## src/rtl/rocket_axi_mem_xbar.sv

```systemverilog
// rtl/rocket_axi_mem_xbar.sv - AXI4 slave terminating into NUM_CH base/mask-decoded memory request ports
module rocket_axi_mem_xbar #(
    parameter int ID_WIDTH   = 4,
    parameter int ADDR_WIDTH = 32,
    parameter int DATA_WIDTH = 64,
    parameter int NUM_CH     = 2,
    parameter logic [NUM_CH*ADDR_WIDTH-1:0] CH_BASE = '0,
    parameter logic [NUM_CH*ADDR_WIDTH-1:0] CH_MASK = '0
) (
    input  logic                       clock,
    input  logic                       reset_wire_reset,
    input  logic                       axi_aw_valid,
    output logic                       axi_aw_ready,
    input  logic [ID_WIDTH-1:0]        axi_aw_id,
    input  logic [ADDR_WIDTH-1:0]      axi_aw_addr,
    input  logic [7:0]                 axi_aw_len,
    input  logic [2:0]                 axi_aw_size,
    input  logic [1:0]                 axi_aw_burst,
    input  logic                       axi_aw_lock,
    input  logic [3:0]                 axi_aw_cache,
    input  logic [2:0]                 axi_aw_prot,
    input  logic [3:0]                 axi_aw_qos,
    input  logic                       axi_w_valid,
    output logic                       axi_w_ready,
    input  logic [DATA_WIDTH-1:0]      axi_w_data,
    input  logic [DATA_WIDTH/8-1:0]    axi_w_strb,
    input  logic                       axi_w_last,
    output logic                       axi_b_valid,
    input  logic                       axi_b_ready,
    output logic [ID_WIDTH-1:0]        axi_b_id,
    output logic [1:0]                 axi_b_resp,
    input  logic                       axi_ar_valid,
    output logic                       axi_ar_ready,
    input  logic [ID_WIDTH-1:0]        axi_ar_id,
    input  logic [ADDR_WIDTH-1:0]      axi_ar_addr,
    input  logic [7:0]                 axi_ar_len,
    input  logic [2:0]                 axi_ar_size,
    input  logic [1:0]                 axi_ar_burst,
    input  logic                       axi_ar_lock,
    input  logic [3:0]                 axi_ar_cache,
    input  logic [2:0]                 axi_ar_prot,
    input  logic [3:0]                 axi_ar_qos,
    output logic                       axi_r_valid,
    input  logic                       axi_r_ready,
    output logic [ID_WIDTH-1:0]        axi_r_id,
    output logic [DATA_WIDTH-1:0]      axi_r_data,
    output logic [1:0]                 axi_r_resp,
    output logic                       axi_r_last,
    output logic [NUM_CH-1:0]          mem_req_o,
    output logic                       mem_we_o,
    output logic [ADDR_WIDTH-1:0]      mem_addr_o,
    output logic [DATA_WIDTH/8-1:0]    mem_strb_o,
    output logic [DATA_WIDTH-1:0]      mem_data_o,
    input  logic [NUM_CH*DATA_WIDTH-1:0] mem_data_i
);
    localparam int STRB_W = DATA_WIDTH / 8;
    localparam int LG_BYTES = $clog2(STRB_W);

    typedef enum logic [2:0] {S_IDLE, S_RD_REQ, S_RD_CAP, S_RD_RESP, S_WR_DATA, S_WR_RESP} state_t;

    state_t                  state_q;
    logic                    last_rd_q;
    logic [ID_WIDTH-1:0]     id_q;
    logic [ADDR_WIDTH-1:0]   addr_q, addr_d;
    logic [7:0]              len_q, beat_q;
    logic [2:0]              size_q;
    logic [1:0]              burst_q;
    logic [NUM_CH-1:0]       hit_q;
    logic                    miss_q;
    logic [DATA_WIDTH-1:0]   rdata_q, rd_sel;

    logic                    ar_grant, aw_grant, rd_req, wr_beat, mem_active;
    logic [ID_WIDTH-1:0]     acc_id;
    logic [ADDR_WIDTH-1:0]   acc_addr, step, wrap_mask, incr;
    logic [7:0]              acc_len;
    logic [2:0]              acc_size;
    logic [1:0]              acc_burst;
    logic [NUM_CH-1:0]       acc_hit;

    logic unused_ok;
    assign unused_ok = ^{axi_aw_lock, axi_aw_cache, axi_aw_prot, axi_aw_qos,
                         axi_ar_lock, axi_ar_cache, axi_ar_prot, axi_ar_qos, axi_w_last};

    // Lowest-index channel wins when several base/mask pairs match.
    function automatic logic [NUM_CH-1:0] decode(input logic [ADDR_WIDTH-1:0] a);
        logic [NUM_CH-1:0] hit;
        hit = '0;
        for (int c = NUM_CH - 1; c >= 0; c--) begin
            if ((a & CH_MASK[c*ADDR_WIDTH +: ADDR_WIDTH]) == CH_BASE[c*ADDR_WIDTH +: ADDR_WIDTH]) begin
                hit    = '0;
                hit[c] = 1'b1;
            end
        end
        return hit;
    endfunction

    // Sizes wider than the data bus behave as full-width beats.
    function automatic logic [2:0] clamp_size(input logic [2:0] s);
        return (s > 3'(LG_BYTES)) ? 3'(LG_BYTES) : s;
    endfunction

    // When both request types are pending, serve the one not served last.
    assign ar_grant = (state_q == S_IDLE) && axi_ar_valid && (!axi_aw_valid || !last_rd_q);
    assign aw_grant = (state_q == S_IDLE) && axi_aw_valid && (!axi_ar_valid || last_rd_q);
    assign axi_ar_ready = ar_grant;
    assign axi_aw_ready = aw_grant;

    // Select the fields of whichever address channel is being accepted.
    always_comb begin
        acc_id    = ar_grant ? axi_ar_id    : axi_aw_id;
        acc_addr  = ar_grant ? axi_ar_addr  : axi_aw_addr;
        acc_len   = ar_grant ? axi_ar_len   : axi_aw_len;
        acc_size  = ar_grant ? axi_ar_size  : axi_aw_size;
        acc_burst = ar_grant ? axi_ar_burst : axi_aw_burst;
        acc_hit   = decode(acc_addr);
    end

    // Next beat address: FIXED holds, WRAP folds into the (len+1)<<size window, others increment.
    always_comb begin
        step      = ADDR_WIDTH'(1) << size_q;
        wrap_mask = ((ADDR_WIDTH'(len_q) + ADDR_WIDTH'(1)) << size_q) - ADDR_WIDTH'(1);
        incr      = addr_q + step;
        case (burst_q)
            2'b00:   addr_d = addr_q;
            2'b10:   addr_d = (addr_q & ~wrap_mask) | (incr & wrap_mask);
            default: addr_d = incr;
        endcase
    end

    // Read data of the decoded channel; all zero on a miss since no hit bit is set.
    always_comb begin
        rd_sel = '0;
        for (int c = 0; c < NUM_CH; c++) begin
            if (hit_q[c]) rd_sel = rd_sel | mem_data_i[c*DATA_WIDTH +: DATA_WIDTH];
        end
    end

    assign rd_req     = (state_q == S_RD_REQ);
    assign wr_beat    = (state_q == S_WR_DATA) && axi_w_valid;
    assign mem_active = rd_req || wr_beat;
    assign mem_req_o  = mem_active ? hit_q : '0;
    assign mem_we_o   = wr_beat;
    assign mem_addr_o = mem_active ? (addr_q & ~ADDR_WIDTH'(STRB_W - 1)) : '0;
    assign mem_strb_o = wr_beat ? axi_w_strb : '0;
    assign mem_data_o = wr_beat ? axi_w_data : '0;

    assign axi_w_ready = (state_q == S_WR_DATA);
    assign axi_r_valid = (state_q == S_RD_RESP);
    assign axi_r_id    = id_q;
    assign axi_r_data  = rdata_q;
    assign axi_r_resp  = (axi_r_valid && miss_q) ? 2'b11 : 2'b00;
    assign axi_r_last  = axi_r_valid && (beat_q == len_q);
    assign axi_b_valid = (state_q == S_WR_RESP);
    assign axi_b_id    = id_q;
    assign axi_b_resp  = (axi_b_valid && miss_q) ? 2'b11 : 2'b00;

    // Transaction FSM: one burst in flight, decode latched on the first beat only.
    always_ff @(posedge clock or posedge reset_wire_reset) begin
        if (reset_wire_reset) begin
            state_q   <= S_IDLE;
            last_rd_q <= 1'b1;
            id_q      <= '0;
            addr_q    <= '0;
            len_q     <= '0;
            size_q    <= '0;
            burst_q   <= '0;
            beat_q    <= '0;
            hit_q     <= '0;
            miss_q    <= 1'b0;
            rdata_q   <= '0;
        end else begin
            case (state_q)
                S_IDLE: begin
                    if (ar_grant || aw_grant) begin
                        id_q      <= acc_id;
                        addr_q    <= acc_addr;
                        len_q     <= acc_len;
                        size_q    <= clamp_size(acc_size);
                        burst_q   <= acc_burst;
                        beat_q    <= '0;
                        hit_q     <= acc_hit;
                        miss_q    <= (acc_hit == '0);
                        last_rd_q <= ar_grant;
                        state_q   <= ar_grant ? S_RD_REQ : S_WR_DATA;
                    end
                end
                S_RD_REQ: state_q <= S_RD_CAP;
                S_RD_CAP: begin
                    rdata_q <= rd_sel;
                    state_q <= S_RD_RESP;
                end
                S_RD_RESP: begin
                    if (axi_r_ready) begin
                        addr_q <= addr_d;
                        if (beat_q == len_q) begin
                            state_q <= S_IDLE;
                        end else begin
                            beat_q  <= beat_q + 8'd1;
                            state_q <= S_RD_REQ;
                        end
                    end
                end
                S_WR_DATA: begin
                    if (axi_w_valid) begin
                        addr_q <= addr_d;
                        if (beat_q == len_q) state_q <= S_WR_RESP;
                        else beat_q <= beat_q + 8'd1;
                    end
                end
                S_WR_RESP: if (axi_b_ready) state_q <= S_IDLE;
                default:   state_q <= S_IDLE;
            endcase
        end
    end
endmodule

```

## config.mk

```make
export PLATFORM = sky130hd
export DESIGN_NAME = rocket_axi_mem_xbar
export DESIGN_NICKNAME = d
export VERILOG_FILES = /design/src/rtl/rocket_axi_mem_xbar.sv
export SDC_FILE = /design/constraint.sdc
export NUM_CORES = 1
export LEC_CHECK = 0
export ABC_AREA = 1
export CAP_MARGIN = 20
export CORE_AREA = 4 4 202 204
export CTS_CLUSTER_DIAMETER = 50
export CTS_CLUSTER_SIZE = 25
export DETAILED_ROUTE_END_ITERATION = 7
export DIE_AREA = 0 0 206 208
export PLACE_DENSITY = 0.54
export SLEW_MARGIN = 10
export SYNTH_ARGS = -nofsm -noshare
export SYNTH_HDL_FRONTEND = slang
export SYNTH_SLANG_ARGS = --single-unit
export TNS_END_PERCENT = 50
```

## constraint.sdc

```tcl
create_clock -name clock -period 3.7 [get_ports clock]
set_clock_uncertainty 0.05 [all_clocks]
set_input_delay 0.555 -clock clock [delete_from_list [all_inputs] [get_ports clock]]
set_output_delay 0.555 -clock clock [all_outputs]
set_load 0.02 [all_outputs]
```

==> results.json, run 1 <==
{
  "status": "finished clean",
  "track_usage": 0.188,
  "synth_fa_ha_area_frac": 0.0186,
  "num_vias": 10400,
  "post_route_cells_drive_above_1_share": 0.0687,
  "hold_violations": 0,
  "synthMuxAreaShare": 0.00123,
  "synthArstFlopShare": 1.00,
  "worstHoldEndpoint": "axi_r_data[29]",
  "synth_top_family_by_area": "simple AND/OR/NAND/NOR gates",
  "grt_overflow_total": 0,
  "clockBufferDepth": 2,
  "max_slew_margin": 0.414,
  "routedWlPerCell_um": 17.4,
  "crit_path_cell_trace": "nor2_2, inv_1, nor2_1, nand2_2, buf_4, nor2_1, clkdlybuf4s50_1",
  "yosys.area_share.simple": 0.370,
  "synth_xor_area_frac": 0.0153,
  "hpwl_um": 32800,
  "p_seq_frac": 0.214,
  "dieArea_um2": 42800,
  "power_frac_clock": 0.152,
  "final_cell_mix": "clkdlybuf4s50_1, nand2_1, nor2_1",
  "synthesis.area_um2": 9170,
  "pwr_density_cell_nw_per_um2": 815,
  "worstSetupPathType": "reg -> out",
  "ys_types": 51,
  "startpoint_type": "flip-flop",
  "pwr-share-comb": 0.633,
  "hold_buffers": 0,
  "routed_wl_um": 41300,
  "routabilityCongestion": 0.896,
  "cts_setup_buffers": 0,
  "worst_pin_slew_ns": 0.877,
  "drc": 0,
  "cp_max_fo": 73,
  "worstPathRequired_ns": 3.09,
  "timing.final.crit_share": 0.919,
  "final_common_cell": "clkdlybuf4s50_1",
  "drv_cap": 0,
  "initial_utilization": 0.233,
  "cts_htree_levels": 4,
  "slowest_delay_ns": 0.68,
  "hp-class": "reg -> reg",
  "drtIter0Drc": 625,
  "hold_path.startpoint": "axi_r_data[29]",
  "grt_pass1_wl_um": 62300,
  "ff2ff_path_depth": 17,
  "p_leak_nw": 6.85,
  "power.share.switching": 0.507,
  "setup_tns_ns": 0,
  "yosysWarningCount": 0,
  "fin_cells": 2377,
  "avgSynthCellArea_um2": 6.37,
  "dp.cells": 2341,
  "cpMostUsedCell": "nor2_1",
  "peakVddDrop_mv": 0.387,
  "syn_to_final_growth_pct": 59.1,
  "place.port_buffers": 421,
  "ant_nets": 0,
  "slew_violations": 0,
  "fmax_ghz": 0.294,
  "whs_path_depth": 2,
  "dr.pass1.iters": 5,
  "ys_ff_latch": 126,
  "row_count": 73,
  "ioPinCount": 519,
  "grt_max_degree": 131,
  "clock_latency_ns": 0.44,
  "syn_inst": 1439,
  "vias_per_cell": 4.39,
  "core_area_um2": 39300,
  "synth-edff-count": 0,
  "synth-compound-area-share": 0.137,
  "r2r_start": "size_q[0]",
  "root_buffer": "clkbuf_16",
  "dominantRegCellSynth": "dfrtp_1",
  "worst_setup_path_end_kind": "output port",
  "cts_resized": 0,
  "die_width_um": 206,
  "critPathArrivalTime_ns": 2.79,
  "fillCellCount": 4283,
  "antenna_found_initial": 16,
  "dieHeight_um": 208,
  "finalSetupViolCount": 0,
  "grt_pass1_vias": 10500,
  "p_int_mw": 5.86,
  "yosysSeqAreaShare": 0.344,
  "critPathSlowestCell": "clkdlybuf4s50_1",
  "p_switching_mw": 6.03,
  "nets": 2179,
  "grt_setup_unrepaired": "false",
  "tritoncts": "yes",
  "r2r_slack_ns": 0.39,
  "numCtsBuffers": 17,
  "clock_sinks": 126,
  "fin_crit_ns": 3.40,
  "clkTransAtPathRegs_ns": 0.07
}
synth_stat cells (5+ instances only):
cell | instances | area [um2]
nand2_2 | 17 | 106
inv_2 | 6 | 22.5
buf_2 | 12 | 60.1
a21oi_1 | 28 | 140
o211ai_1 | 5 | 37.5
nor2_2 | 6 | 37.5
buf_4 | 12 | 90.1
inv_1 | 173 | 649
ha_1 | 12 | 150
nand3_2 | 10 | 100
nor4_1 | 7 | 43.8
dfrtp_1 | 125 | 3130
nor2_1 | 231 | 867
nor3_1 | 12 | 60.1
xor2_1 | 13 | 114
o21ai_1 | 5 | 25.0
nand3_1 | 80 | 400
nand2_1 | 405 | 1520
o21ai_0 | 152 | 761
a31oi_1 | 17 | 106
clkbuf_1 | 48 | 180
nand4_1 | 12 | 75.1
cell type report:
| class | instances | area (um2) | area share |
|---|---|---|---|
| flip-flops and latches | 126 | 3160 | 0.216 |
| multi-input cells | 1060 | 5010 | 0.343 |
| clock inverters | 15 | 196 | 0.0135 |
| clock buffers | 17 | 425 | 0.0292 |
| repair buffers | 449 | 4450 | 0.305 |
| inverters | 182 | 689 | 0.0472 |
| well taps | 525 | 657 | 0.0450 |
| diodes | 3 | 7.51 | 0.000514 |
worst max path at each step:
stage,start,endpoint,slack [ns],cells after the start
floorplan,size_q[0],flip-flop,0.56,19
global placement,size_q[0],flip-flop,0.40,16
detailed placement,size_q[0],flip-flop,0.39,16
CTS,state_q[0],mem_data_o[48],0.27,7
global route,size_q[0],flip-flop,0.02,17
finish,state_q[0],mem_data_o[48],0.30,7
cell families (layout without fill, tap and decap cells):
kind of cell    after synthesis  in the layout
compound gates              227            227
other cells                   1             11
buf+inv                     260            663
xor+xnor                     16             16
mux                           1              1
fa+ha+maj                    13             13
flops                       126            126
simple gates                795            795
through the flow:
step | worst slack, ns | cell area [um2] | utilization | power, mW | hold WS, ns
after floorplan | 0.557 | 9200 | - | 7.15 | 0.409
after global placement | 0.397 | 13900 | 0.355 | 10.1 | 0.414
after detailed placement | 0.391 | 13900 | 0.355 | 10.1 | 0.422
after CTS | 0.275 | 14600 | 0.371 | 12.0 | 0.439
after global routing | 0.0186 | 14600 | 0.371 | 12.9 | 0.458
final | 0.301 | 14600 | 0.372 | 11.9 | 0.435
power by group through the flow:
stage / Clock, mW / Sequential (mW) / Combinational (mW)
6_report: 1.81 / 2.55 / 7.53
5_1_grt: 1.93 / 2.64 / 8.33
4_1_cts: 1.87 / 2.55 / 7.59
3_5_place_dp: 0 / 2.56 / 7.57
3_3_place_gp: 0 / 2.54 / 7.52
2_1_floorplan: 0 / 2.87 / 4.27
routing by layer:
| layer | wire length, um | share of wire | vias up | track usage |
|---|---|---|---|---|
| li1 | - | - | 5311 | - |
| met1 | 17000 | 0.41 | 4779 | 0.224 |
| met2 | 20400 | 0.49 | 262 | 0.326 |
| met3 | 3290 | 0.080 | 49 | 0.0694 |
| met4 | 459 | 0.011 | 24 | 0.0326 |
| met5 | 145 | 0.0035 | - | 0 |
worst max-delay path, delay by kind of cell, from the launching register on:
family                 cells  cell delay (ns)
buffers and inverters      3             1.07
and+or+nand+nor            4             0.81
DFF                        1             0.43
Note: power is estimated with default switching activity, not from simulation.
==> run 2, diff against run 1 <==
--- a/config.mk
+++ b/config.mk
@@ -6,12 +6,13 @@
 export NUM_CORES = 1
 export LEC_CHECK = 0
 export ABC_AREA = 1
+export ABC_CLOCK_PERIOD_IN_PS = 3700
 export CAP_MARGIN = 20
-export CORE_AREA = 4 4 202 204
+export CORE_AREA = 2 2 200 202
 export CTS_CLUSTER_DIAMETER = 50
 export CTS_CLUSTER_SIZE = 25
 export DETAILED_ROUTE_END_ITERATION = 7
-export DIE_AREA = 0 0 206 208
+export DIE_AREA = 0 0 202 204
 export PLACE_DENSITY = 0.54
 export SLEW_MARGIN = 10
 export SYNTH_ARGS = -nofsm -noshare
==> run 2 against run 1 <==
Net effect: global-route usage is 0.54 points higher; register-to-register slack better by 0.05 ns; worst setup slack worse by 0.010 ns; critical path type unchanged; sequential power about the same.
==> results.json, run 2 (synthesis gave the netlist of run 1 again) <==
{
  "status": "finished clean",
  "whs_path_depth": 2,
  "num_vias": 10600,
  "worst_pin_slew_ns": 0.779,
  "clock_latency_ns": 0.44,
  "peakVddDrop_mv": 0.448,
  "worstSetupPathType": "reg -> out",
  "drc": 0,
  "dieArea_um2": 41200,
  "ant_nets": 0,
  "worstHoldEndpoint": "axi_r_data[29]",
  "drv_cap": 0,
  "cp_max_fo": 6,
  "ff2ff_path_depth": 16,
  "vias_per_cell": 4.46,
  "hold_violations": 0,
  "hpwl_um": 31800,
  "worstPathRequired_ns": 3.09,
  "fin_cells": 2376,
  "place_worst_setup_slack_ns": 0.362,
  "timing.final.crit_share": 0.921,
  "grt_max_degree": 131,
  "place.port_buffers": 421,
  "p_leak_nw": 6.85,
  "numCtsBuffers": 17,
  "grt_overflow_total": 0,
  "drtIter0Drc": 584,
  "n_antenna_cell": 0,
  "nets": 2181,
  "hp-class": "reg -> reg",
  "startpoint_type": "flip-flop",
  "routed_wl_um": 40000,
  "track_usage": 0.193,
  "fillCellCount": 4210,
  "hold_path.startpoint": "axi_r_data[29]",
  "fmax_ghz": 0.293,
  "worst_setup_path_end_kind": "output port",
  "fin_crit_ns": 3.41,
  "grt_pass1_vias": 10800,
  "max_slew_margin": 0.476,
  "ioPinCount": 519,
  "pwr_density_cell_nw_per_um2": 809,
  "grt_pass1_wl_um": 61500,
  "grt_setup_unrepaired": "false",
  "row_count": 73,
  "slew_violations": 0,
  "final_cell_mix": "clkdlybuf4s50_1, nand2_1, nor2_1",
  "core_area_um2": 39200,
  "r2r_start": "size_q[0]",
  "syn_to_final_growth_pct": 58.9,
  "cts_htree_levels": 4,
  "routedWlPerCell_um": 16.8,
  "post_route_cells_drive_above_1_share": 0.0697,
  "die_width_um": 202,
  "clockBufferDepth": 2,
  "finalSetupViolCount": 0,
  "clkTransAtPathRegs_ns": 0.06,
  "final_common_cell": "clkdlybuf4s50_1",
  "root_buffer": "clkbuf_16",
  "setup_ws_ns": 0.291,
  "antenna_found_initial": 4,
  "tritoncts": "yes",
  "initial_utilization": 0.234,
  "dr.pass1.iters": 5,
  "cts_setup_buffers": 0,
  "critPathArrivalTime_ns": 2.80,
  "r2r_slack_ns": 0.44,
  "dp.cells": 2343,
  "setup_tns_ns": 0,
  "clock_sinks": 126,
  "routabilityCongestion": 0.879,
  "dieHeight_um": 204
}
## run 2: cell count changes in the layout (fill, tap and decap cells not counted), sizes merged
cell	change
buf	+2
clkinv	-1
diode	-3
inv	+1
## run 2: critical path, cell delays in order, from the launching register on
cell and delay (ns):
dfrtp_1 0.46, inv_1 0.14, nand2_1 0.09, nand4_1 0.11
nor4_1 0.67, inv_1 0.13, nor2_1 0.12, clkdlybuf4s50_1 0.66
## run 2: cell type report
cell class	count	area, um2	area share
clock inverters	15	146	0.0100
multi-input cells	1060	5010	0.344
well taps	525	657	0.0451
inverters	182	689	0.0473
clock buffers	17	425	0.0292
flip-flops and latches	126	3160	0.217
repair buffers	451	4490	0.308
## run 2: worst max-delay path by stage
stage                    from         end
finish               len_q[5]  axi_r_last
global route        size_q[0]   flip-flop
global placement    size_q[0]   flip-flop
CTS                  len_q[5]  axi_r_last
detailed placement  size_q[0]   flip-flop
floorplan           size_q[0]   flip-flop
## run 2: what timing repair did
item	4_1_cts	5_1_grt
setup endpoints to repair	0	5
hold buffers	0	0
resized for setup	0	1
## run 2: routing by layer
metal,share of wire,global-route usage
met3,0.083,0.0658
met2,0.49,0.331
met5,0.0012,0
met4,0.022,0.0578
met1,0.41,0.228
## run 2: power breakdown
part / switching, mW / leakage (nW) / internal, mW / total (mW)
logic: 4.69 / 5.04 / 2.86 / 7.55
registers: 0.510 / 1.54 / 2.04 / 2.55
clock network: 0.741 / 0.282 / 0.944 / 1.69
## run 2: metrics by stage
stage / power [mW] / hold WS, ns / cell area [um2] / util
floorplan: 7.15 / 0.409 / 9200 / -
global placement: 10.0 / 0.416 / 14000 / 0.357
detailed placement: 10.1 / 0.423 / 14000 / 0.357
CTS: 11.9 / 0.438 / 14500 / 0.371
global route: 12.8 / 0.466 / 14600 / 0.372
finish: 11.8 / 0.434 / 14600 / 0.372
==> run 3, diff against run 2 <==
--- a/config.mk
+++ b/config.mk
@@ -5,15 +5,14 @@
 export SDC_FILE = /design/constraint.sdc
 export NUM_CORES = 1
 export LEC_CHECK = 0
-export ABC_AREA = 1
 export ABC_CLOCK_PERIOD_IN_PS = 3700
 export CAP_MARGIN = 20
-export CORE_AREA = 2 2 200 202
+export CORE_AREA = 2 2 201 203
 export CTS_CLUSTER_DIAMETER = 50
 export CTS_CLUSTER_SIZE = 25
 export DETAILED_ROUTE_END_ITERATION = 7
-export DIE_AREA = 0 0 202 204
-export PLACE_DENSITY = 0.54
+export DIE_AREA = 0 0 203 205
+export PLACE_DENSITY = 0.53
 export SLEW_MARGIN = 10
 export SYNTH_ARGS = -nofsm -noshare
 export SYNTH_HDL_FRONTEND = slang
==> run 3 against run 2 <==
Net effect: maximum frequency down 3.7%; synthesized cell count is 18% lower; utilization shrank 0.26 points; sequential cell count unchanged; wire length down 2.9%; critical path depth fell by 4; non-clock buffer count grew 19; combinational power fell by 8.9%; largest cell class unchanged; largest power group unchanged.
==> results.json, run 3 <==
{
  "status": "finished clean",
  "worstPathRequired_ns": 3.09,
  "cts_htree_levels": 4,
  "power.share.switching": 0.468,
  "place_area_um2": 13900,
  "drc": 0,
  "nets": 1924,
  "worstSetupPathType": "reg -> out",
  "hold_path.startpoint": "axi_r_data[26]",
  "peakVddDrop_mv": 0.518,
  "final_area_um2": 14500,
  "startpoint_type": "flip-flop",
  "initial_utilization": 0.230,
  "tritoncts": "yes",
  "ant_nets": 0,
  "root_buffer": "clkbuf_16",
  "pwr_density_cell_nw_per_um2": 780,
  "clock_sinks": 126,
  "routedWlPerCell_um": 18.3,
  "routed_wl_um": 38800,
  "grt_overflow_total": 0,
  "p_int_mw": 6.03,
  "ff2ff_path_depth": 10,
  "p_leak_nw": 5.98,
  "dieHeight_um": 205,
  "dr.pass1.iters": 5,
  "syn_to_final_growth_pct": 60.9,
  "clockBufferDepth": 2,
  "worst_pin_slew_ns": 0.740,
  "yosysWarningCount": 0,
  "fin_cells": 2120,
  "synthesis.area_um2": 9040,
  "r2r_start": "size_q[0]",
  "hp-class": "reg -> reg",
  "row_count": 73,
  "power_frac_clock": 0.163,
  "drtIter0Drc": 790,
  "synthTopCellsByArea": "dfrtp_1, nand2_1, and2_1",
  "antenna_found_initial": 4,
  "final_common_cell": "clkdlybuf4s50_1",
  "p_seq_frac": 0.230,
  "place_worst_setup_slack_ns": 0.142,
  "grt_max_degree": 80,
  "setup_ws_ns": 0.161,
  "hold_violations": 0,
  "routabilityCongestion": 0.859,
  "p_switching_mw": 5.31,
  "worst_setup_path_end_kind": "output port",
  "max_slew_margin": 0.503,
  "dominantRegCellSynth": "dfrtp_1",
  "die_width_um": 203,
  "whs_path_depth": 2,
  "timing.final.crit_share": 0.956,
  "ys_types": 81,
  "ioPinCount": 519,
  "yosys.area.top_type": "dfrtp_1",
  "hold_buffers": 0,
  "num_vias": 9948,
  "fin_crit_ns": 3.54,
  "place.port_buffers": 421,
  "pwr-share-comb": 0.607,
  "r2r_slack_ns": 0.25,
  "cp_max_fo": 16,
  "avgSynthCellArea_um2": 7.63,
  "drv_cap": 0,
  "core_area_um2": 39400,
  "numCtsBuffers": 17,
  "dp.cells": 2087,
  "synth_most_common_cell": "nand2_1",
  "slew_violations": 0,
  "finalPower_mw": 11.3,
  "fmax_ghz": 0.283,
  "clock_latency_ns": 0.44,
  "synth-edff-count": 0,
  "syn_inst": 1184,
  "grt_pass1_wl_um": 57400,
  "hold_ws_ns": 0.427,
  "final_cell_mix": "clkdlybuf4s50_1, nand2_1, dfrtp_1",
  "post_route_cells_drive_above_1_share": 0.0728,
  "worstHoldEndpoint": "axi_r_data[26]",
  "clkTransAtPathRegs_ns": 0.07,
  "synth_common_cells": "nand2_1, dfrtp_1, o21ai_0",
  "grt_pass1_vias": 9610,
  "dieArea_um2": 41600,
  "track_usage": 0.181,
  "critPathArrivalTime_ns": 2.93,
  "vias_per_cell": 4.69,
  "finalSetupViolCount": 0,
  "hpwl_um": 29700,
  "yosysTopAreaCellShare": 0.346,
  "yosysSeqAreaShare": 0.349,
  "synthArstFlopShare": 1.00,
  "ys_ff_latch": 126
}
## run 3: changes by cell type after synthesis, sizes merged, moves of 29 or more
| cell | delta |
|---|---|
| o21ai | -48 |
| nor2 | -172 |
| a21oi | +29 |
| nand3 | -69 |
| inv | -154 |
| and2 | +102 |
| nand2 | -156 |
## run 3: area by class of cell
cell class | count | area [um2]
Fill cell | 4050 | 24800
Multi-Input combinational cell | 940 | 5360
Timing Repair Buffer | 470 | 4630
Sequential cell | 126 | 3160
Tap cell | 525 | 657
Clock buffer | 19 | 453
Clock inverter | 13 | 176
Inverter | 26 | 101
Antenna cell | 1 | 2.50
## run 3: cells by family after synthesis
group | count (synthesis) | share of synthesized area
buf+inv | 125 | 0.0647
flops | 126 | 0.349
fa+ha+maj | 13 | 0.0188
xor+xnor | 39 | 0.0378
other cells | 1 | 0.000415
compound gates | 302 | 0.214
simple gates | 561 | 0.296
mux | 17 | 0.0197
## run 3: what timing repair did
| action | in CTS | in global routing |
|---|---|---|
| setup buffers | 0 | 0 |
| resized for setup | 1 | 4 |
| setup endpoints to repair | 1 | 8 |
| gates cloned | 0 | 0 |
## run 3: power by group through the flow
stage               sequential (mW)  combinational (mW)  clock (mW)
floorplan                      2.80                3.89           0
global placement               2.60                6.84           0
detailed placement             2.62                6.86           0
CTS                            2.61                6.89        1.89
global route                   2.71                7.51        1.96
finish                         2.61                6.88        1.85
## run 3: worst max-delay path by stage
| stage | start | to | depth (start not counted) |
|---|---|---|---|
| floorplan | size_q[1] | flip-flop | 15 |
| global placement | len_q[0] | flip-flop | 10 |
| detailed placement | len_q[1] | flip-flop | 10 |
| CTS | state_q[1] | axi_aw_ready | 3 |
| global route | size_q[0] | flip-flop | 16 |
| finish | state_q[1] | axi_aw_ready | 3 |
## run 3: stage by stage
stage               setup TNS [ns]  utilization
floorplan                        0            -
global route              -0.00626        0.369
global placement                 0        0.353
CTS                              0        0.369
finish                           0        0.369
detailed placement               0        0.353
## run 3: critical path, cell delays in order, from the launching register on
cell	delay [ns]
dfrtp_1	0.63
or2_2	0.44
a2111oi_1	0.66
clkdlybuf4s50_1	0.76
## run 3: per-layer routing
metal  track usage  vias to the layer above  part of all wire
met1         0.232                     4651              0.43
li1              -                     4887                 -
met3        0.0670                       39             0.088
met2         0.286                      365              0.47
met4        0.0446                        6             0.014
met5             0                        -           0.00095
==> edit, RTL diff (config.mk and constraints of run 2) <==
Change the parameter `NUM_CH` from 2 to 1.
--- a/src/rtl/rocket_axi_mem_xbar.sv
+++ b/src/rtl/rocket_axi_mem_xbar.sv
@@ -3,7 +3,7 @@
     parameter int ID_WIDTH   = 4,
     parameter int ADDR_WIDTH = 32,
     parameter int DATA_WIDTH = 64,
-    parameter int NUM_CH     = 2,
+    parameter int NUM_CH     = 1,
     parameter logic [NUM_CH*ADDR_WIDTH-1:0] CH_BASE = '0,
     parameter logic [NUM_CH*ADDR_WIDTH-1:0] CH_MASK = '0
 ) (
Interface: changed (resized mem_data_i and mem_req_o); port bits go from 519 to 454. The function was not compared with the original's and may differ.
==> edit against run 2 <==
  * Sequential cell count stayed put
  * Global-route usage is 0.39 points higher
  * Area after synthesis hardly changed
  * Total power is 1.2% higher
  * Final area is 0.24% higher
  * Hold slack hardly changed
  * Combinational power is 0.5% lower
  * Setup slack better by 0.034 ns
  * Routed wire length is 1.9% higher
  * Largest power group unchanged
==> edit: results <==
[run_status]
status = "finished clean"

[synthesis]
synth_cell_types = 51
avgSynthCellArea_um2 = 6.37
ys_seq_area_frac = 0.344
synth-warning-count = 0
synth-async-reset-ratio = 1.00
ys_top_cells_by_count = "nand2_1, nor2_1, inv_1, o21ai_0, dfrtp_1"
yosys-top-cells-area = "dfrtp_1, nand2_1, nor2_1, o21ai_0, inv_1"
ys.flop_type = "dfrtp_1"

[route]
drt_wl_total_um = 40800
vias = 10599
drtIter0Drc = 664
drt_pre_antenna_iters = 6
wl_per_cell_um = 17.1

[grt]
grt_pass1_wl_um = 62100
gr-usage-all-layers = 0.197
antenna_found_initial = 11
grt_max_degree = 131

[place]
dp_hpwl_um = 32100
place_congestion = 0.885
io_buffers = 421
postPlaceCellArea_um2 = 13900
dp_cells = 2341

[worst_setup_path]
critPathMaxStageDelay_ns = 0.47
cp_max_fo = 7
cpMaxStageDelayCell = "dfrtp_1"
cp.arrival_ns = 3.65

[pwr]
ir_worst_vdd_v = 0.000451
p_leak_nw = 6.86

[job]
max_cap_viol_count = 0

[hold_path]
holdCritPathClass = "register to register"

[cts]
clk_path_buf_depth = 2
clk_pin_slew_worst_paths_ns = 0.07
clk_latency_ns = 0.44
numCtsBuffers = 17
post_cts_buffers = 0
clock-root-buffer = "clkbuf_16"
htreeDepth = 4
post_cts_resized = 0

[layout]
fin_nets = 2115
drive_gt1_frac = 0.0687

[sta]
slew_viol_final = 0
worst_slew_pin_slew_ns = 0.811
## edit: changes by cell type in the layout (fill, tap and decap cells not counted)
cell	run 2	this run
buf_12	3	1
buf_4	28	29
bufinv_16	1	3
clkbuf_8	0	1
clkinv_1	2	3
clkinv_2	2	0
clkinv_4	2	1
conb_1	8	7
diode_2	0	6
inv_1	172	171
inv_6	8	6
inv_8	1	3
o21ai_1	4	5
o21ai_2	3	2
## edit: power by group
part / internal, W / switching, W / total [W]
logic: 0.00285 / 0.00466 / 0.00751
clock network: 0.00111 / 0.000758 / 0.00186
registers: 0.00204 / 0.000505 / 0.00255
total: 0.00600 / 0.00592 / 0.0119
## edit: final timing paths
kind,slack [ns],from,depth (start not counted),to
hold / removal,0.43,axi_r_data[42],2,axi_r_data[42]
setup reg to reg,0.32,size_q[1],16,register
hold reg to reg,0.43,axi_r_data[42],2,axi_r_data[42]
setup / recovery,0.32,size_q[1],16,register
max in group asynchronous,2.43,reset_wire_reset,3,async pin
min in group asynchronous,0.65,reset_wire_reset,3,axi_b_id[3]
## edit: logic make-up (layout without fill, tap and decap cells)
group	after synthesis	in the layout	share of synthesized area
buf+inv	259	664	0.113
simple gates	795	795	0.370
xor+xnor	16	16	0.0153
fa+ha+maj	13	13	0.0186
other cells	1	13	0.000409
compound gates	227	227	0.137
mux	1	1	0.00123
flops	126	126	0.344
## edit: final cells by class
class                           instances  area, um2
Tap cell                              525        657
Clock buffer                           18        439
Clock inverter                         14        193
Fill cell                            4184      24600
Antenna cell                            6       15.0
Sequential cell                       126       3160
Multi-Input combinational cell       1059       5000
Inverter                              182        689
Timing Repair Buffer                  450       4460
## edit: metrics by stage
step           hold slack (ns)  utilization  worst slack [ns]
3_5_place_dp             0.422        0.356             0.346
2_1_floorplan            0.409            -             0.557
6_report                 0.434        0.373             0.325
5_1_grt                  0.454        0.373            0.0323
4_1_cts                  0.438        0.372             0.248
3_3_place_gp             0.417        0.356             0.426
## edit: critical path, delay by kind of cell, from the launching register on
kind                       cells  cell delay [ns]
and+or+nand+nor                8             1.37
adders and majority gates      2             0.61
AOI/OAI and AO/OA              4             0.52
DFF                            1             0.47
buffers and inverters          2             0.24
## edit: layer usage
metal | up-vias | GRT usage | wire length, um
met5 | - | 0 | 56
met4 | 10 | 0.0759 | 1230
met3 | 67 | 0.0725 | 3320
met2 | 325 | 0.331 | 19600
met1 | 4881 | 0.228 | 16600
li1 | 5316 | - | -
